`config.mk`:
```
export PLATFORM = sky130hd
export DESIGN_NAME = stream_gen_sequencer
export DESIGN_NICKNAME = d
export VERILOG_FILES = /design/src/rtl/stream_gen_sequencer.sv
export SDC_FILE = /design/constraint.sdc
export NUM_CORES = 1
export LEC_CHECK = 0
export ABC_AREA = 1
export BUFFER_PORTS_ARGS = -buffer_cell sky130_fd_sc_hd__buf_2
export CAP_MARGIN = 5
export CORE_MARGIN = 1.5
export CORE_UTILIZATION = 45
export CTS_CLUSTER_SIZE = 30
export DETAILED_ROUTE_END_ITERATION = 6
export GPL_TIMING_DRIVEN = 0
export PLACE_DENSITY_LB_ADDON = 0.25
export SYNTH_ARGS = -nofsm -noshare
export SYNTH_HDL_FRONTEND = slang
export SYNTH_SLANG_ARGS = --single-unit
```
`constraint.sdc`:
```
create_clock -name clk -period 2.25 [get_ports clk]
set_input_delay 0.45 -clock clk [delete_from_list [all_inputs] [get_ports clk]]
set_output_delay 0.45 -clock clk [all_outputs]
set_load 0.03 [all_outputs]
```
`src/rtl/stream_gen_sequencer.sv`:
```
// Burst sequencer for a one-shot bit-stream generator: accepts a repeat/gap command,
// pulses start once per frame, spaces frames by idle gaps, and reports completion or abort.
module stream_gen_sequencer #(
  parameter int STREAM_LEN  = 8,
  parameter int HOLD_CYCLES = 10,
  parameter int CNT_W       = 16,
  parameter int GAP_W       = 16
) (
  input  logic             clk,
  input  logic             reset,
  input  logic             cmd_valid,
  output logic             cmd_ready,
  input  logic [CNT_W-1:0] cmd_repeat,
  input  logic [GAP_W-1:0] cmd_gap,
  input  logic             abort,
  output logic             start_out,
  output logic             gen_reset,
  output logic             busy,
  output logic             done,
  output logic [CNT_W-1:0] burst_cnt
);

  localparam int FRAME = STREAM_LEN * HOLD_CYCLES;
  localparam int FT_W  = $clog2(FRAME + 1);

  typedef enum logic [2:0] {IDLE, START, RUN, GAP, DONE} state_t;

  state_t           state;
  state_t           state_nxt;
  logic [CNT_W-1:0] rep_q;
  logic [GAP_W-1:0] gap_q;
  logic [FT_W-1:0]  frame_tmr;
  logic [GAP_W-1:0] gap_tmr;
  logic             accept;
  logic             abort_hit;
  logic             frame_last;
  logic [CNT_W-1:0] cnt_inc;

  assign accept     = (state == IDLE) && cmd_valid && cmd_ready;
  assign abort_hit  = abort && (state != IDLE);
  assign frame_last = (state == RUN) && (frame_tmr == '0);
  assign cnt_inc    = burst_cnt + CNT_W'(1);

  // Abort overrides every transition, including the final RUN cycle.
  always_comb begin
    state_nxt = state;
    if (abort_hit) begin
      state_nxt = IDLE;
    end else begin
      unique case (state)
        IDLE:  if (accept) state_nxt = (cmd_repeat != '0) ? START : DONE;
        START: state_nxt = RUN;
        RUN: begin
          if (frame_last) begin
            if (cnt_inc == rep_q)    state_nxt = DONE;
            else if (gap_q == '0)    state_nxt = START;
            else                     state_nxt = GAP;
          end
        end
        GAP:   if (gap_tmr == '0) state_nxt = START;
        DONE:  state_nxt = IDLE;
        default: state_nxt = IDLE;
      endcase
    end
  end

  // Outputs are registered from the next state so they line up with the state they describe.
  always_ff @(posedge clk) begin
    if (reset) begin
      state     <= IDLE;
      cmd_ready <= 1'b0;
      start_out <= 1'b0;
      busy      <= 1'b0;
      done      <= 1'b0;
      burst_cnt <= '0;
      gen_reset <= 1'b1;
    end else begin
      state     <= state_nxt;
      cmd_ready <= (state_nxt == IDLE);
      start_out <= (state_nxt == START);
      busy      <= (state_nxt != IDLE);
      done      <= (state_nxt == DONE);
      gen_reset <= abort_hit;
      if (accept)
        burst_cnt <= '0;
      else if (frame_last && !abort_hit)
        burst_cnt <= cnt_inc;
    end
  end

  // Command fields and timers carry no reset; they are always loaded before use.
  always_ff @(posedge clk) begin
    if (accept) begin
      rep_q <= cmd_repeat;
      gap_q <= cmd_gap;
    end
    if (state == START)
      frame_tmr <= FT_W'(FRAME - 1);
    else if (state == RUN && frame_tmr != '0)
      frame_tmr <= frame_tmr - FT_W'(1);
    if (frame_last)
      gap_tmr <= gap_q - GAP_W'(1);
    else if (state == GAP && gap_tmr != '0)
      gap_tmr <= gap_tmr - GAP_W'(1);
  end

endmodule

```
==> results.json, run 1 <==
{
  "outcome": "complete, but fails checks",
  "violations": "setup timing",
  "die_x_um": 99.3,
  "layout_setup_ws_ps": -37.0,
  "power_leakage_nw": 2.25,
  "crit_arrival_ps": 2400,
  "grtUsageMet1_pct": 24.5,
  "rsz0062_at_grt": "yes",
  "finalNetCount": 640,
  "worst_clock_skew_ps": 16.2,
  "start_util_pct": 47.2,
  "ctsLongestPathBuffers": 2,
  "p_per_area_nw_per_um2": 706,
  "yosysSeqAreaShare_pct": 49.4,
  "clock-sinks": 79,
  "insertedDiodeCount": 0,
  "synthArstFlopShare_pct": 0,
  "synth_area_leader_cell": "edfxtp_1",
  "hold_buffers": 0,
  "cts_tree": "done",
  "power_mw": 3.80,
  "critPathKind": "reg -> reg",
  "synth_compound_area_share_pct": 7.34,
  "post-route-util_pct": 60.8,
  "cts_made_buffers": 9,
  "final_layout_size_suffix_gt1_share_pct": 31.4,
  "crit_chain": "inv_2 -> ha_4 -> nand3_4 -> nor2_4 -> nand3_2 -> buf_6 -> buf_16 -> buf_8 -> buf_4 -> o21ai_1 -> nor3_1 -> nand3b_1 -> xnor2_1",
  "ys_types": 34,
  "synth_edf_count": 48,
  "syn-num-nets": 545,
  "clock.fmax_mhz": 437,
  "drtPass1Iterations": 5,
  "area_growth_pct": 29.0,
  "use_met3_pct": 3.79,
  "dp_hpwl_mm": 7.04,
  "postSynthCellCount": 506,
  "ant_nets": 0,
  "clkTransAtPathRegs_ps": 100,
  "post-route-period-util_pct": 102,
  "drv_cap": 0,
  "synthAdderAreaFrac_pct": 0.899,
  "drt-vias-per-instance": 5.41,
  "synth_simple_gate_area_share_pct": 31.2,
  "io-pin-count": 57,
  "synthTopCellsByCount": "nand2_1, inv_1, edfxtp_1",
  "grt_max_degree": 34,
  "clockRootBuffer": "clkbuf_8",
  "slew_viol_final": 0,
  "grt_pass1_vias": 3713,
  "clk-insertion-delay-late_ps": 370,
  "gp_congestion": 0.856,
  "routed_wl_mm": 10.8,
  "synth_seq_cells": 79,
  "vias": 3865,
  "grt-busiest-layer": "met2",
  "max_slew_margin_pct": 46.9,
  "ir_drop_mv": 0.445,
  "io_buffer_count": 56,
  "dieArea_sq_um": 9860,
  "hold_class": "in -> reg",
  "gr-total-overflow": 0,
  "critPathSlowestCell": "dfxtp_2",
  "rows": 34,
  "use_met2_pct": 40.5,
  "route.detailed.drc": 0,
  "synth.most_common_cell": "nand2_1",
  "ys_warn_count": 0,
  "grtUsageTotal_pct": 21.8,
  "worst_pin_slew_ps": 792,
  "cp.required_ps": 2360,
  "end_kind": "flip-flop",
  "start_kind": "flip-flop",
  "synth_area_sq_um": 4170,
  "core_sq_um": 8850,
  "setup_viol": 4,
  "wl_per_cell_um": 15.2,
  "grt_first_pass_wirelength_mm": 16.8,
  "die_h_um": 99.3,
  "crit_path_max_incr_delay_ps": 350,
  "synth_flop_cell": "edfxtp_1",
  "netlist_top_cells_area": "edfxtp_1, dfxtp_1, nand2_1",
  "cts_htree_levels": 3,
  "cp_max_fo": 6,
  "synth_top_area_share_pct": 34.5,
  "synth_top_family_by_area": "simple AND/OR/NAND/NOR gates",
  "drt-initial-drc-count": 152,
  "hold_viol": 0,
  "synth_mux_area_share_pct": 0,
  "period_needed_ps": 2290,
  "antenna_found_initial": 0,
  "synth_area_per_cell_sq_um": 8.25,
  "synth_xor_area_share_pct": 3.36
}
metrics by stage:
stage               setup TNS, ps  area, sq um  worst slack, ps  hold slack [ps]  std cells
global placement            -1850         4600             -231              431        670
global route                 -796         5380             -144              239        714
detailed placement          -2780         4600             -274              455        670
finish                      -69.8         5380            -37.0              255        714
floorplan                       0         4180             11.9              418        506
CTS                             0         5080             8.17              249        702
where the power goes:
part	internal [mW]	total (mW)	switching, mW
Sequential	1.78	1.89	0.110
Clock	0.412	0.995	0.583
Combinational	0.324	0.916	0.592
Total	2.52	3.80	1.29
logic make-up (layout without fill, tap and decap cells):
logic type	count (synthesis)	count (layout)
and+or+nand+nor	278	278
buffers and inverters	80	180
DFF	79	79
AOI/OAI and AO/OA	50	50
xor gates and xnor gates	16	16
adders and majority gates	3	3
flip-flops by register name, summed over array words and instances, names as in the netlist:
name and flops:
burst_cnt 16, busy 1, cmd_ready 1, done 1, frame_tmr 7, gap_q 16, gap_tmr 16, gen_reset 1
rep_q 16, start_out 1, state 3
per-layer routing:
metal | up-vias | wire [um]
li1 | 1883 | -
met5 | - | 0
met4 | 0 | 321
met1 | 1831 | 4230
met2 | 125 | 5740
met3 | 26 | 539
worst paths after layout:
check,start,endpoint,slack [ps],cells after the start
worst min register to register,frame_tmr[6]$_SDFFE_PP1P_,frame_tmr[6]$_SDFFE_PP1P_,470,2
worst max register to register,frame_tmr[0]$_SDFFE_PP1P_,gap_tmr[15]$_DFFE_PP_,-40,13
worst max-delay path,frame_tmr[0]$_SDFFE_PP1P_,gap_tmr[15]$_DFFE_PP_,-40,13
worst min-delay path,cmd_gap[3],gap_q[3]$_DFFE_PP_,260,1
worst max-delay path: cells and delay by family (launching register included):
kind / cells / cell delay [ps]
buf+inv: 5 / 630
simple gates: 5 / 490
flops: 1 / 350
compound gates: 1 / 320
fa+ha+maj: 1 / 150
xor+xnor: 1 / 80
layout by cell type, fill, tap and decap left out, drive strengths merged, types with 13 or more instances in the layout:
cell type    n
a211oi      15
a21oi       13
buf         87
clkbuf      13
dfxtp       31
edfxtp      48
inv         73
nand2      132
nand3       44
nand4       16
nor2        54
nor3        13
o21ai       19
area by class of cell:
| type | count | area (sq um) |
|---|---|---|
| Inverter | 72 | 284 |
| Timing Repair inverter | 1 | 5.00 |
| Multi-Input combinational cell | 347 | 2110 |
| Clock inverter | 7 | 57.6 |
| Fill cell | 769 | 3460 |
| Buffer | 8 | 72.6 |
| Sequential cell | 79 | 2080 |
| Clock buffer | 9 | 124 |
| Tap cell | 108 | 135 |
| Timing Repair Buffer | 83 | 522 |
timing repair:
item	in CTS	in global routing
buffers inserted	14	10
cloned	2	2
resized for setup	44	53
setup endpoints to repair	46	18
endpoints found under the hold margin	0	0
pin swaps	17	16
Power figures use the tool's default switching activity.
==> run 2, diff against run 1 <==
--- a/config.mk
+++ b/config.mk
@@ -8,8 +8,11 @@
 export ABC_AREA = 1
 export BUFFER_PORTS_ARGS = -buffer_cell sky130_fd_sc_hd__buf_2
 export CAP_MARGIN = 5
+export CELL_PAD_IN_SITES_DETAIL_PLACEMENT = 1
+export CELL_PAD_IN_SITES_GLOBAL_PLACEMENT = 2
+export CORE_ASPECT_RATIO = 1.25
 export CORE_MARGIN = 1.5
-export CORE_UTILIZATION = 45
+export CORE_UTILIZATION = 31
 export CTS_CLUSTER_SIZE = 30
 export DETAILED_ROUTE_END_ITERATION = 6
 export GPL_TIMING_DRIVEN = 0
==> run 2 against run 1 <==
Compared with the run above: the run still ends with setup timing left; setup slack gained 22 ps; global-route usage shrank 3.6 points; maximum frequency grew 0.99%; critical endpoint is now gap_tmr[4]$_DFFE_PP_.
==> results.json, run 2 (synthesis gave the netlist of run 1 again) <==
{
  "outcome": "complete, but fails checks",
  "violations": "setup timing",
  "grt_max_degree": 34,
  "crit_path_max_incr_delay_ps": 330,
  "insertedDiodeCount": 0,
  "gp_congestion": 0.756,
  "drt-initial-drc-count": 93,
  "worstHoldStart": "cmd_gap[1]",
  "die_x_um": 107,
  "io-pin-count": 57,
  "whs_endpoint": "gap_q[1]$_DFFE_PP_",
  "hold_class": "in -> reg",
  "worst_pin_slew_ps": 861,
  "cp.required_ps": 2340,
  "ant_nets": 0,
  "clock-sinks": 79,
  "grt_pass1_vias": 3989,
  "clock.fmax_mhz": 442,
  "clkTransAtPathRegs_ps": 60,
  "core_sq_um": 13200,
  "max_slew_margin_pct": 42.3,
  "end_kind": "flip-flop",
  "period_needed_ps": 2260,
  "cts_tree": "done",
  "rsz0062_at_grt": "yes",
  "dieArea_sq_um": 14200,
  "post-route-period-util_pct": 101,
  "critPathKind": "reg -> reg",
  "gr-total-overflow": 0,
  "slew_viol_final": 0,
  "ir_drop_mv": 0.352,
  "dp_hpwl_mm": 8.91,
  "ctsLongestPathBuffers": 2,
  "cp_common_cell": "buf_4",
  "rows": 47,
  "hold_viol": 0,
  "r2r-start": "frame_tmr[1]$_SDFFE_PP1P_",
  "rr_worst_depth": 14,
  "setup_viol": 2,
  "vias": 3764,
  "routed_wl_mm": 12.6,
  "layout_common_cells": "nand2_1, inv_1, buf_2, edfxtp_1",
  "die_h_um": 133,
  "area_growth_pct": 34.6,
  "power_mw": 4.29,
  "cts_htree_levels": 3,
  "drtPass1Iterations": 4,
  "wl_per_cell_um": 16.2,
  "critPathSlowestCell": "dfxtp_2",
  "io_buffer_count": 56,
  "final_layout_size_suffix_gt1_share_pct": 30.8,
  "layout_setup_ws_ps": -14.5,
  "worst_clock_skew_ps": 7.83,
  "p_per_area_nw_per_um2": 764,
  "crit_chain": "inv_2 -> ha_4 -> nand3_4 -> nor2_4 -> nand3_2 -> buf_6 -> buf_12 -> buf_4 -> o21ai_4 -> buf_4 -> nor3_4 -> buf_4 -> buf_6 -> xor2_2",
  "startpoint": "frame_tmr[1]$_SDFFE_PP1P_",
  "clk-insertion-delay-late_ps": 340,
  "post-route-util_pct": 42.7,
  "start_kind": "flip-flop",
  "power_leakage_nw": 2.34,
  "finalNetCount": 642,
  "final_area_sq_um": 5620,
  "grt_first_pass_wirelength_mm": 19.9,
  "post_dp_cell_area_sq_um": 4680,
  "hold_depth": 1,
  "route.detailed.drc": 0,
  "r2r_slack_ps": -10,
  "drt-vias-per-instance": 4.83,
  "clockRootBuffer": "clkbuf_16",
  "layout_commonest_cell": "nand2_1",
  "antenna_found_initial": 1,
  "drv_cap": 0,
  "crit_arrival_ps": 2350,
  "grtUsageTotal_pct": 18.3,
  "cp_max_fo": 4,
  "cts_made_buffers": 9,
  "start_util_pct": 31.7,
  "r2r-end": "gap_tmr[4]$_DFFE_PP_"
}
[run 2: cell types whose count changed in the layout (fill, tap and decap cells not counted), moves of 4 or more]
cell       delta
nand3_1       +4
nand2_2      -10
nand2_1       +6
clkbuf_16    +10
clkbuf_8      -9
nand3_2       -4
[run 2: repair_timing]
action                                  CTS  global route
pin swaps                                22            20
cloned                                    2             1
endpoints found under the setup margin   51            44
resized for setup                        51            48
hold endpoints to repair                  0             0
setup buffers                            19             9
hold buffers                              0             0
[run 2: area by class of cell]
cell class / count / area (sq um)
inverter: 72 / 284
tap: 171 / 214
sequential: 79 / 2080
buffer: 8 / 72.6
timing repair buffer: 85 / 563
clock buffer: 12 / 279
clock inverter: 4 / 25.0
multi-input combinational: 347 / 2100
timing repair inverter: 1 / 5.00
fill: 1614 / 7550
[run 2: worst max-delay path: cells and delay by family (launching register included)]
family / cells / cell delay, ps
buffers and inverters: 7 / 900
AND/OR/NAND/NOR: 4 / 300
adder cells (fa/ha/maj): 1 / 150
flip-flops: 1 / 330
XOR/XNOR: 1 / 140
AO/OA/AOI/OAI: 1 / 190
[run 2: metrics by stage]
stage / setup WS [ps] / instances / TNS (ps) / hold slack [ps]
6_report: -14.5 / 779 / -18.6 / 277
4_1_cts: -27.9 / 770 / -75.2 / 270
3_3_place_gp: -344 / 733 / -6020 / 428
3_5_place_dp: -424 / 733 / -8320 / 442
5_1_grt: -167 / 779 / -2030 / 265
2_1_floorplan: 11.9 / 506 / 0 / 418
[run 2: how the worst max path moves through the flow]
stage	end	slack, ps	depth (start not counted)
after floorplan	gap_tmr[12]$_DFFE_PP_	10	13
after CTS	gap_tmr[12]$_DFFE_PP_	-30	13
after global routing	busy$_SDFF_PP0_	-170	16
final	gap_tmr[4]$_DFFE_PP_	-10	14
after global placement	busy$_SDFF_PP0_	-340	16
after detailed placement	busy$_SDFF_PP0_	-420	16
[run 2: per-layer routing]
metal,part of all wire (%),global-route usage [%],vias to the layer above
li1,-,-,1884
met3,2.2,3.99,16
met2,58,35.3,46
met1,39,19.1,1816
met4,1.5,6.22,2
met5,0.056,0,-
[run 2: power by group]
part	switching [mW]	internal [mW]
registers	0.116	1.79
logic	0.585	0.306
clock network	0.618	0.882
total	1.32	2.97
==> run 3, diff against run 2 <==
--- a/config.mk
+++ b/config.mk
@@ -13,6 +13,7 @@
 export CORE_ASPECT_RATIO = 1.25
 export CORE_MARGIN = 1.5
 export CORE_UTILIZATION = 31
+export CTS_BUF_LIST = sky130_fd_sc_hd__clkbuf_8 sky130_fd_sc_hd__clkbuf_16
 export CTS_CLUSTER_SIZE = 30
 export DETAILED_ROUTE_END_ITERATION = 6
 export GPL_TIMING_DRIVEN = 0
==> run 3 against run 2 <==
Compared with the run above: the run still ends with setup timing left; worst hold slack about the same; die area is the same; global-route usage unchanged; core utilization unchanged; design area stayed put; total power shrank 0.21%; setup slack got worse by 1.3 ps; combinational power about the same; critical path depth stayed put; register-to-register slack about the same; flip-flop and latch count did not move; non-clock buffer count did not move.
==> results.json, run 3 (synthesis gave the netlist of run 1 again) <==
{
  "finalNetCount": 642,
  "critPathBufInv": 7,
  "slew_viol_final": 0,
  "critPathKind": "reg -> reg",
  "io_buffer_count": 56,
  "clock.fmax_mhz": 441,
  "place_inst": 733,
  "worst_pin_slew_ps": 854,
  "start_kind": "flip-flop",
  "die_h_um": 133,
  "post-route-period-util_pct": 101,
  "crit_arrival_ps": 2350,
  "cts_htree_levels": 3,
  "fillerInstances": 1613,
  "max_slew_margin_pct": 42.7,
  "cts_made_buffers": 9,
  "insertedDiodeCount": 0,
  "dieArea_sq_um": 14200,
  "clk-insertion-delay-late_ps": 340,
  "io-pin-count": 57,
  "cp_max_fo": 4,
  "gr-total-overflow": 0,
  "clkPwrFrac_pct": 34.9,
  "layout_setup_ws_ps": -15.8,
  "gp_congestion": 0.756,
  "p_sw_share_pct": 30.7,
  "ir_drop_mv": 0.354,
  "cts_tree": "done",
  "clkTransAtPathRegs_ps": 60,
  "wl_per_cell_um": 16.1,
  "seq_power_share_pct": 44.4,
  "final_layout_size_suffix_gt1_share_pct": 30.8,
  "pre_cts_slack_ps": -424,
  "dp_hpwl_mm": 8.91,
  "outcome": "complete, but fails checks",
  "clock-sinks": 79,
  "grt_pass1_vias": 3989,
  "grt_max_degree": 34,
  "cp_common_cell": "buf_4",
  "switching_power_mw": 1.32,
  "drv_cap": 0,
  "core_sq_um": 13200,
  "clockRootBuffer": "clkbuf_16",
  "layout_common_cells": "nand2_1, inv_1, buf_2, edfxtp_1",
  "ant_nets": 0,
  "cp_top_family": "buffers and inverters",
  "layout_commonest_cell": "nand2_1",
  "hold_class": "in -> reg",
  "routed_wl_mm": 12.5,
  "post-route-util_pct": 42.7,
  "violations": "setup timing",
  "antenna_found_initial": 1,
  "period_needed_ps": 2270,
  "drt-vias-per-instance": 4.82,
  "start_util_pct": 31.7,
  "combPwrFrac_pct": 20.7,
  "rsz0062_at_grt": "yes",
  "worst_clock_skew_ps": 8.21,
  "setup_viol": 2,
  "power.internal_mw": 2.97,
  "route.detailed.drc": 0,
  "crit_path_max_incr_delay_ps": 330,
  "power_mw": 4.28,
  "layout.cells.non_filler": 779,
  "crit_chain": "inv_2 -> ha_4 -> nand3_4 -> nor2_4 -> nand3_2 -> buf_6 -> buf_12 -> buf_4 -> o21ai_4 -> buf_4 -> nor3_4 -> buf_4 -> buf_6 -> xor2_2",
  "area_growth_pct": 34.6,
  "p_per_area_nw_per_um2": 762,
  "power_leakage_nw": 2.35,
  "critPathSlowestCell": "dfxtp_2",
  "rows": 47,
  "cp.required_ps": 2340,
  "hold_viol": 0,
  "grt_first_pass_wirelength_mm": 19.9,
  "end_kind": "flip-flop",
  "ctsLongestPathBuffers": 2,
  "die_x_um": 107,
  "vias": 3753,
  "drtPass1Iterations": 4,
  "drt-initial-drc-count": 97,
  "setup_tns_ps": -22.2,
  "grtUsageTotal_pct": 18.3
}
## run 3: changes by cell type in the layout (fill, tap and decap cells not counted), sizes merged
cell / previous run / this run
inv: 71 / 72
clkbuf: 15 / 14
## run 3: worst paths after layout
kind                              from  slack (ps)  depth (start not counted)                   endpoint
max          frame_tmr[1]$_SDFFE_PP1P_         -20                         14       gap_tmr[4]$_DFFE_PP_
min                         cmd_gap[1]         280                          1         gap_q[1]$_DFFE_PP_
max reg2reg  frame_tmr[1]$_SDFFE_PP1P_         -20                         14       gap_tmr[4]$_DFFE_PP_
min reg2reg  frame_tmr[6]$_SDFFE_PP1P_         450                          2  frame_tmr[6]$_SDFFE_PP1P_
## run 3: what timing repair did
action	CTS	global route
pin swaps	22	20
setup endpoints to repair	51	44
setup buffers	19	9
gates cloned	2	1
resized for setup	51	48
hold buffers	0	0
## run 3: area by class of cell
cell class | instances | area, sq um | share of cell area (%)
buffer | 8 | 72.6 | 1.29
clock buffer | 11 | 275 | 4.90
clock inverter | 5 | 28.8 | 0.512
inverter | 72 | 284 | 5.05
multi-input combinational | 347 | 2100 | 37.3
sequential | 79 | 2080 | 37.0
tap | 171 | 214 | 3.81
timing repair buffer | 85 | 563 | 10.0
timing repair inverter | 1 | 5.00 | 0.0891
## run 3: routing by layer
layer  up-vias  part of all wire [%]  global-route usage [%]
met3        16                   2.3                    3.99
met2        46                    58                    35.3
met4         2                   1.5                    6.22
li1       1884                     -                       -
met1      1805                    38                    19.1
met5         -                 0.056                       0
## run 3: stage by stage
step,hold WS (ps),instance area (sq um)
2_1_floorplan,418,4180
3_3_place_gp,428,4680
3_5_place_dp,442,4680
4_1_cts,269,5400
5_1_grt,264,5620
6_report,277,5620
## run 3: power groups by stage
stage	Sequential, mW	Combinational, mW	Clock (mW)
final	1.90	0.889	1.49
after global routing	1.93	1.01	1.58
after CTS	1.90	0.826	1.52
after detailed placement	1.93	0.732	0
after global placement	1.92	0.708	0
after floorplan	1.94	0.473	0
